`config.mk`:
```
export PLATFORM = sky130hd
export DESIGN_NAME = rect_fill
export DESIGN_NICKNAME = d
export VERILOG_FILES = /design/src/rtl/rect_fill_pkg.sv /design/src/rtl/rect_fill_colour.sv /design/src/rtl/rect_fill.sv
export SDC_FILE = /design/constraint.sdc
export NUM_CORES = 1
export LEC_CHECK = 0
export CAP_MARGIN = 20
export CORE_MARGIN = 1
export CORE_UTILIZATION = 49
export DETAILED_ROUTE_END_ITERATION = 10
export MAX_ROUTING_LAYER = met4
export PLACE_DENSITY_LB_ADDON = 0.05
export SLEW_MARGIN = 15
export SYNTH_ARGS = -nofsm -noshare
export SYNTH_HDL_FRONTEND = slang
export SYNTH_SLANG_ARGS = --single-unit
```
`constraint.sdc`:
```
create_clock -name clk -period 3 [get_ports clk]
set_clock_uncertainty 0.05 [all_clocks]
set_input_delay 0.6 -clock clk [delete_from_list [all_inputs] [get_ports clk]]
set_output_delay 0.6 -clock clk [all_outputs]
set_load 0.02 [all_outputs]
```
`src/rtl/rect_fill_pkg.sv`:
```
// Shared types and screen defaults for the rectangle fill engine.
// Imported by rect_fill and rect_fill_colour.
package rect_fill_pkg;

    typedef enum logic [1:0] {
        SOLID   = 2'd0,
        XSTRIPE = 2'd1,
        YSTRIPE = 2'd2,
        CHECKER = 2'd3
    } fill_mode_e;

    typedef enum logic [1:0] {
        IDLE = 2'd0,
        FILL = 2'd1,
        DONE = 2'd2
    } state_e;

    localparam int SCREEN_W_DEF = 160;
    localparam int SCREEN_H_DEF = 120;

endpackage

```
`src/rtl/rect_fill_colour.sv`:
```
// Pixel colour generator: maps (mode, base colour, x, y) to the plotted colour.
// Purely combinational; the top registers the result.
module rect_fill_colour
    import rect_fill_pkg::*;
#(
    parameter int XW = 8,
    parameter int YW = 7,
    parameter int CW = 3
) (
    input  fill_mode_e        mode,
    input  logic [CW-1:0]     colour,
    input  logic [XW-1:0]     x,
    input  logic [YW-1:0]     y,
    output logic [CW-1:0]     pix
);

    // Only the low coordinate bits feed the patterns.
    logic unused_coord_bits;
    assign unused_coord_bits = &{1'b0, x, y};

    always_comb begin
        pix = colour;
        case (mode)
            SOLID:   pix = colour;
            XSTRIPE: pix = x[CW-1:0];
            YSTRIPE: pix = y[CW-1:0];
            CHECKER: pix = (x[3] ^ y[3]) ? ~colour : colour;
            default: pix = colour;
        endcase
    end

endmodule

```
`src/rtl/rect_fill.sv`:
```
// Clipped rectangle fill engine: scans the rectangle column-major and
// plots one pixel per vga_plot/vga_ready handshake.
module rect_fill
    import rect_fill_pkg::*;
#(
    parameter int SCREEN_W = SCREEN_W_DEF,
    parameter int SCREEN_H = SCREEN_H_DEF,
    parameter int XW       = 8,
    parameter int YW       = 7,
    parameter int CW       = 3
) (
    input  logic          clk,
    input  logic          rst,
    input  logic          start,
    input  logic [XW-1:0] x0,
    input  logic [YW-1:0] y0,
    input  logic [XW-1:0] w,
    input  logic [YW-1:0] h,
    input  logic [CW-1:0] colour,
    input  logic [1:0]    mode,
    output logic          done,
    output logic [XW-1:0] vga_x,
    output logic [YW-1:0] vga_y,
    output logic [CW-1:0] vga_colour,
    output logic          vga_plot,
    input  logic          vga_ready
);

    localparam logic [XW:0] X_LIM = (XW+1)'(SCREEN_W);
    localparam logic [YW:0] Y_LIM = (YW+1)'(SCREEN_H);
    localparam logic [XW:0] X_MAX = (XW+1)'(SCREEN_W - 1);
    localparam logic [YW:0] Y_MAX = (YW+1)'(SCREEN_H - 1);

    state_e        state_q, state_d;
    logic [XW-1:0] x_q, x_d, x0_q, x0_d, x_end_q, x_end_d;
    logic [YW-1:0] y_q, y_d, y0_q, y0_d, y_end_q, y_end_d;
    logic [CW-1:0] colour_q, colour_d, vga_colour_q, vga_colour_d;
    fill_mode_e    mode_q, mode_d;
    logic          plot_q, plot_d, done_q, done_d;

    logic [XW:0]   x_sum;
    logic [YW:0]   y_sum;
    logic [XW-1:0] x_clip;
    logic [YW-1:0] y_clip;
    logic          empty;
    logic [CW-1:0] pix;

    // Extra bit on the sums keeps x0+w-1 from wrapping before the clip compare.
    always_comb begin
        x_sum  = {1'b0, x0} + {1'b0, w} - (XW+1)'(1);
        y_sum  = {1'b0, y0} + {1'b0, h} - (YW+1)'(1);
        x_clip = (x_sum > X_MAX) ? X_MAX[XW-1:0] : x_sum[XW-1:0];
        y_clip = (y_sum > Y_MAX) ? Y_MAX[YW-1:0] : y_sum[YW-1:0];
        empty  = (w == '0) || (h == '0) ||
                 ({1'b0, x0} >= X_LIM) || ({1'b0, y0} >= Y_LIM);
    end

    always_comb begin
        state_d  = state_q;
        x_d      = x_q;
        y_d      = y_q;
        x0_d     = x0_q;
        y0_d     = y0_q;
        x_end_d  = x_end_q;
        y_end_d  = y_end_q;
        colour_d = colour_q;
        mode_d   = mode_q;
        plot_d   = plot_q;
        done_d   = done_q;
        case (state_q)
            IDLE: begin
                if (start) begin
                    x0_d     = x0;
                    y0_d     = y0;
                    x_end_d  = x_clip;
                    y_end_d  = y_clip;
                    colour_d = colour;
                    mode_d   = fill_mode_e'(mode);
                    if (empty) begin
                        state_d = DONE;
                        done_d  = 1'b1;
                    end else begin
                        state_d = FILL;
                        plot_d  = 1'b1;
                        x_d     = x0;
                        y_d     = y0;
                    end
                end
            end
            FILL: begin
                if (plot_q && vga_ready) begin
                    if (x_q == x_end_q && y_q == y_end_q) begin
                        state_d = DONE;
                        plot_d  = 1'b0;
                        done_d  = 1'b1;
                    end else if (y_q < y_end_q) begin
                        y_d = y_q + YW'(1);
                    end else begin
                        y_d = y0_q;
                        x_d = x_q + XW'(1);
                    end
                end
            end
            DONE: begin
                if (!start) begin
                    state_d = IDLE;
                    done_d  = 1'b0;
                end
            end
            default: begin
                state_d = IDLE;
                plot_d  = 1'b0;
                done_d  = 1'b0;
            end
        endcase
    end

    rect_fill_colour #(
        .XW(XW),
        .YW(YW),
        .CW(CW)
    ) u_colour (
        .mode  (mode_d),
        .colour(colour_d),
        .x     (x_d),
        .y     (y_d),
        .pix   (pix)
    );

    // Colour follows the next pixel only while plotting; otherwise it holds.
    assign vga_colour_d = plot_d ? pix : vga_colour_q;

    always_ff @(posedge clk) begin
        if (rst) begin
            state_q      <= IDLE;
            x_q          <= '0;
            y_q          <= '0;
            vga_colour_q <= '0;
            plot_q       <= 1'b0;
            done_q       <= 1'b0;
        end else begin
            state_q      <= state_d;
            x_q          <= x_d;
            y_q          <= y_d;
            vga_colour_q <= vga_colour_d;
            plot_q       <= plot_d;
            done_q       <= done_d;
        end
    end

    always_ff @(posedge clk) begin
        x0_q     <= x0_d;
        y0_q     <= y0_d;
        x_end_q  <= x_end_d;
        y_end_q  <= y_end_d;
        colour_q <= colour_d;
        mode_q   <= mode_d;
    end

    assign done       = done_q;
    assign vga_x      = x_q;
    assign vga_y      = y_q;
    assign vga_colour = vga_colour_q;
    assign vga_plot   = plot_q;

endmodule
```
==> summary.txt <==
Outcome
  – Outcome: finished clean

Clock network
  – Clock buffer count from CTS: 5
  – Clock sinks: 49
  – CTS tree: yes
  – H-tree levels: 2
  – Post-CTS Hold Buffers: 0
  – Worst skew pair latency: about 310 ps
  – CTS Root Buffer Type: clkbuf_8
  – Clk slew on worst S/H paths: 100 ps
  – Clock Tree Buf Depth: 2

Floorplanning
  – Die H: 89.1 um
  – CORE AREA: 7290 um2
  – Num ports: 59
  – Starting Density: 0.510
  – DIE WIDTH: 89.1 um
  – # rows: 31
  – Die Footprint: 7940 um2

Critical path
  – Worst setup SP type: input port
  – Worst EP required: 3160 ps
  – WS Path Type: in -> reg
  – Critical Path AT: ~3100 ps
  – Worst setup EP type: flop
  – Setup slack, reg-to-reg: 90 ps
  – Critical path fanouts, max: 6

Layout
  – Non-filler instance count after layout: about 660
  – Fill count: 606
  – Total Nets Final: 633
  – Multi-input gate area: about 2400 um2
  – Reg area: 1200 um2
  – Share of layout cells above drive strength 1: 0.261
  – Area Overhead vs Synth: 41.1%
  – Ant diodes: 0

Synth
  – Largest area contributor in the netlist: edfxtp_1
  – Avg Inst Size Synth: 8.79 um2
  – Flops & latches, synth: 49
  – Xor/xnor share of the synthesized area: 0.0589
  – Post-Syn Nets: 501
  – Post-Synth Simple-Gate Area: 0.192
  – Top post-synthesis cells by count: inv_1 (71), ha_1 (37), nor2_1 (32)
  – Yosys cell types: 63
  – Post-synthesis mux area share: 0.0320
  – Cell Area, Synth: 3720 um2
  – Most frequent cell after synthesis: inv_1
  – Largest family of logic cells by synthesized area: simple AND/OR/NAND/NOR gates
  – Register area share after synthesis: 0.323
  – Ys flop type: dfxtp_1
  – Synth top area share: 0.178
  – Async SR Flop Fraction: 0
  – Post-synthesis instance total: 423
  – Synth Area in Adders: 0.135
  – Synth warnings: 0
  – Post-synth EDFFs: 22
  – Main area contributors after synthesis: edfxtp_1 (18%), dfxtp_1 (15%), ha_1 (12%), inv_1 (7.2%), xnor2_1 (3.8%)
  – Synth Area in Compound Gates: 0.175

Detailed routing
  – DR vias: 3537
  – DRT Wirelength: 9700 um
  – Vias per Instance: 5.40
  – Remaining antenna violation count after routing: 0
  – Drt initial violations: 170
  – WL/cell: 14.8 um
  – DRC viols: 0
  – Router iterations before antenna repair: 4

Place
  – Placer Congestion: 0.875
  – Post-Place Cells: 640
  – Port Buf Inserts: 58
  – Post-DP HPWL: 7540 um

Timing
  – Worst relative slew slack: 0.637
  – Max Freq: 341 MHz
  – Pins Over Slew Limit: 0
  – Measured slew at the worst slew-check pin: 544 ps
  – Final period utilization: 0.978
  – Final number of setup-violating endpoints: 0
  – Hold Slack: 445 ps
  – Final Hold Viols: 0
  – Minimum clock period after layout: 2940 ps

Power and ir drop
  – Lkg Pwr: 0.00237 uW
  – Worst VDD drop: 225 uV
  – Pwr Total: 2380 uW
  – PD cells: around 450 nW/um2

Min path
  – Worst Hold Class: reg -> reg

GRT
  – Total GRT Usage: 0.266
  – Initial antenna violation count: 0
  – First-pass GRT wire length: 15600 um
  – Pin count of the biggest net entering global routing: 24
  – GR Overflow Total: 0
  – Number of global-route vias before repair: 3366

Job
  – Max Cap Viol: 0
-- final timing paths --
kind	from	endpoint	depth (start not counted)
worst max-delay path	x0[6]	vga_colour[2]	11
worst min-delay path	vga_colour[0]	vga_colour[0]	1
worst max register to register	vga_y[5]	vga_colour[2]	9
worst min register to register	vga_colour[0]	vga_colour[0]	1
-- registers in the layout (all words and copies together) (netlist names), 3 cells and up --
name,flops
x_end_q,8
vga_y,7
y0_q,7
colour_q,3
vga_x,8
vga_colour,3
y_end_q,7
-- final cells by class --
| cell class | count | area share |
|---|---|---|
| well taps | 99 | 0.0236 |
| clock buffers | 6 | 0.0179 |
| inverters | 71 | 0.0508 |
| repair buffers | 135 | 0.227 |
| flip-flops and latches | 49 | 0.229 |
| multi-input cells | 293 | 0.449 |
| clock inverters | 2 | 0.00286 |
-- cells in the final DEF (no fill, tap or decap), drive strengths merged, types with 5 or more instances in the layout --
| cell | synthesis | final |
|---|---|---|
| clkdlybuf4s50 | 0 | 44 |
| or2 | 6 | 6 |
| nand2 | 27 | 27 |
| a21oi | 24 | 24 |
| xnor2 | 16 | 16 |
| dlymetal6s2s | 0 | 10 |
| inv | 71 | 72 |
| o21ai | 15 | 15 |
| a211oi | 5 | 5 |
| edfxtp | 22 | 22 |
| mux2 | 7 | 7 |
| nand2b | 8 | 8 |
| nand3 | 10 | 10 |
| dfxtp | 27 | 27 |
| and3 | 7 | 7 |
| xor2 | 9 | 9 |
| nor3b | 5 | 5 |
| ha | 37 | 37 |
| nor2 | 32 | 32 |
| or4 | 6 | 6 |
| a31oi | 8 | 8 |
| and2 | 5 | 5 |
| buf | 5 | 77 |
| o21bai | 6 | 6 |
| clkbuf | 5 | 6 |
-- cells by family after synthesis --
| kind of cell | after synthesis |
|---|---|
| AND/OR/NAND/NOR | 129 |
| AO/OA/AOI/OAI | 89 |
| buffers and inverters | 81 |
| flip-flops | 49 |
| adder cells (fa/ha/maj) | 39 |
| XOR/XNOR | 25 |
| multiplexers | 11 |
-- metal layers --
layer  track usage  wire [um]
met1         0.331       4380
met2         0.443       4610
met3        0.0462        540
met4        0.0765        164
met5             -          0
-- critical path: stages --
cell and delay (ps):
clkdlybuf4s50_1 420, o21ai_1 150, buf_4 140, o41a_1 300, buf_4 170, nand3_2 90, and2_4 160, a221oi_4 500
xnor2_2 180, mux2i_1 100, a32o_1 270
-- what timing repair did --
action,4_1_cts,5_1_grt
pin swaps,16,27
gates resized for setup,21,32
endpoints found under the setup margin,15,18
endpoints found under the hold margin,0,0
setup buffers,0,7
-- power breakdown --
| group | internal (uW) | total [uW] | switching, uW |
|---|---|---|---|
| sequential | 814 | 873 | 58.3 |
| clock | 217 | 456 | 239 |
| combinational | 530 | 1050 | 521 |
| total | 1560 | 2380 | 818 |
-- metrics by stage --
| step | setup TNS (ps) | util | instance area, um2 | setup slack (ps) |
|---|---|---|---|---|
| after floorplan | -70.1 | - | 3730 | -50.2 |
| final | 0 | 0.720 | 5250 | 64.9 |
| after global placement | -6990 | 0.674 | 4920 | -533 |
| after CTS | 0 | 0.696 | 5070 | 3.27 |
| after detailed placement | -8020 | 0.674 | 4920 | -623 |
| after global routing | -59.2 | 0.720 | 5250 | -38.6 |
Note: power is estimated with default switching activity, not from simulation.
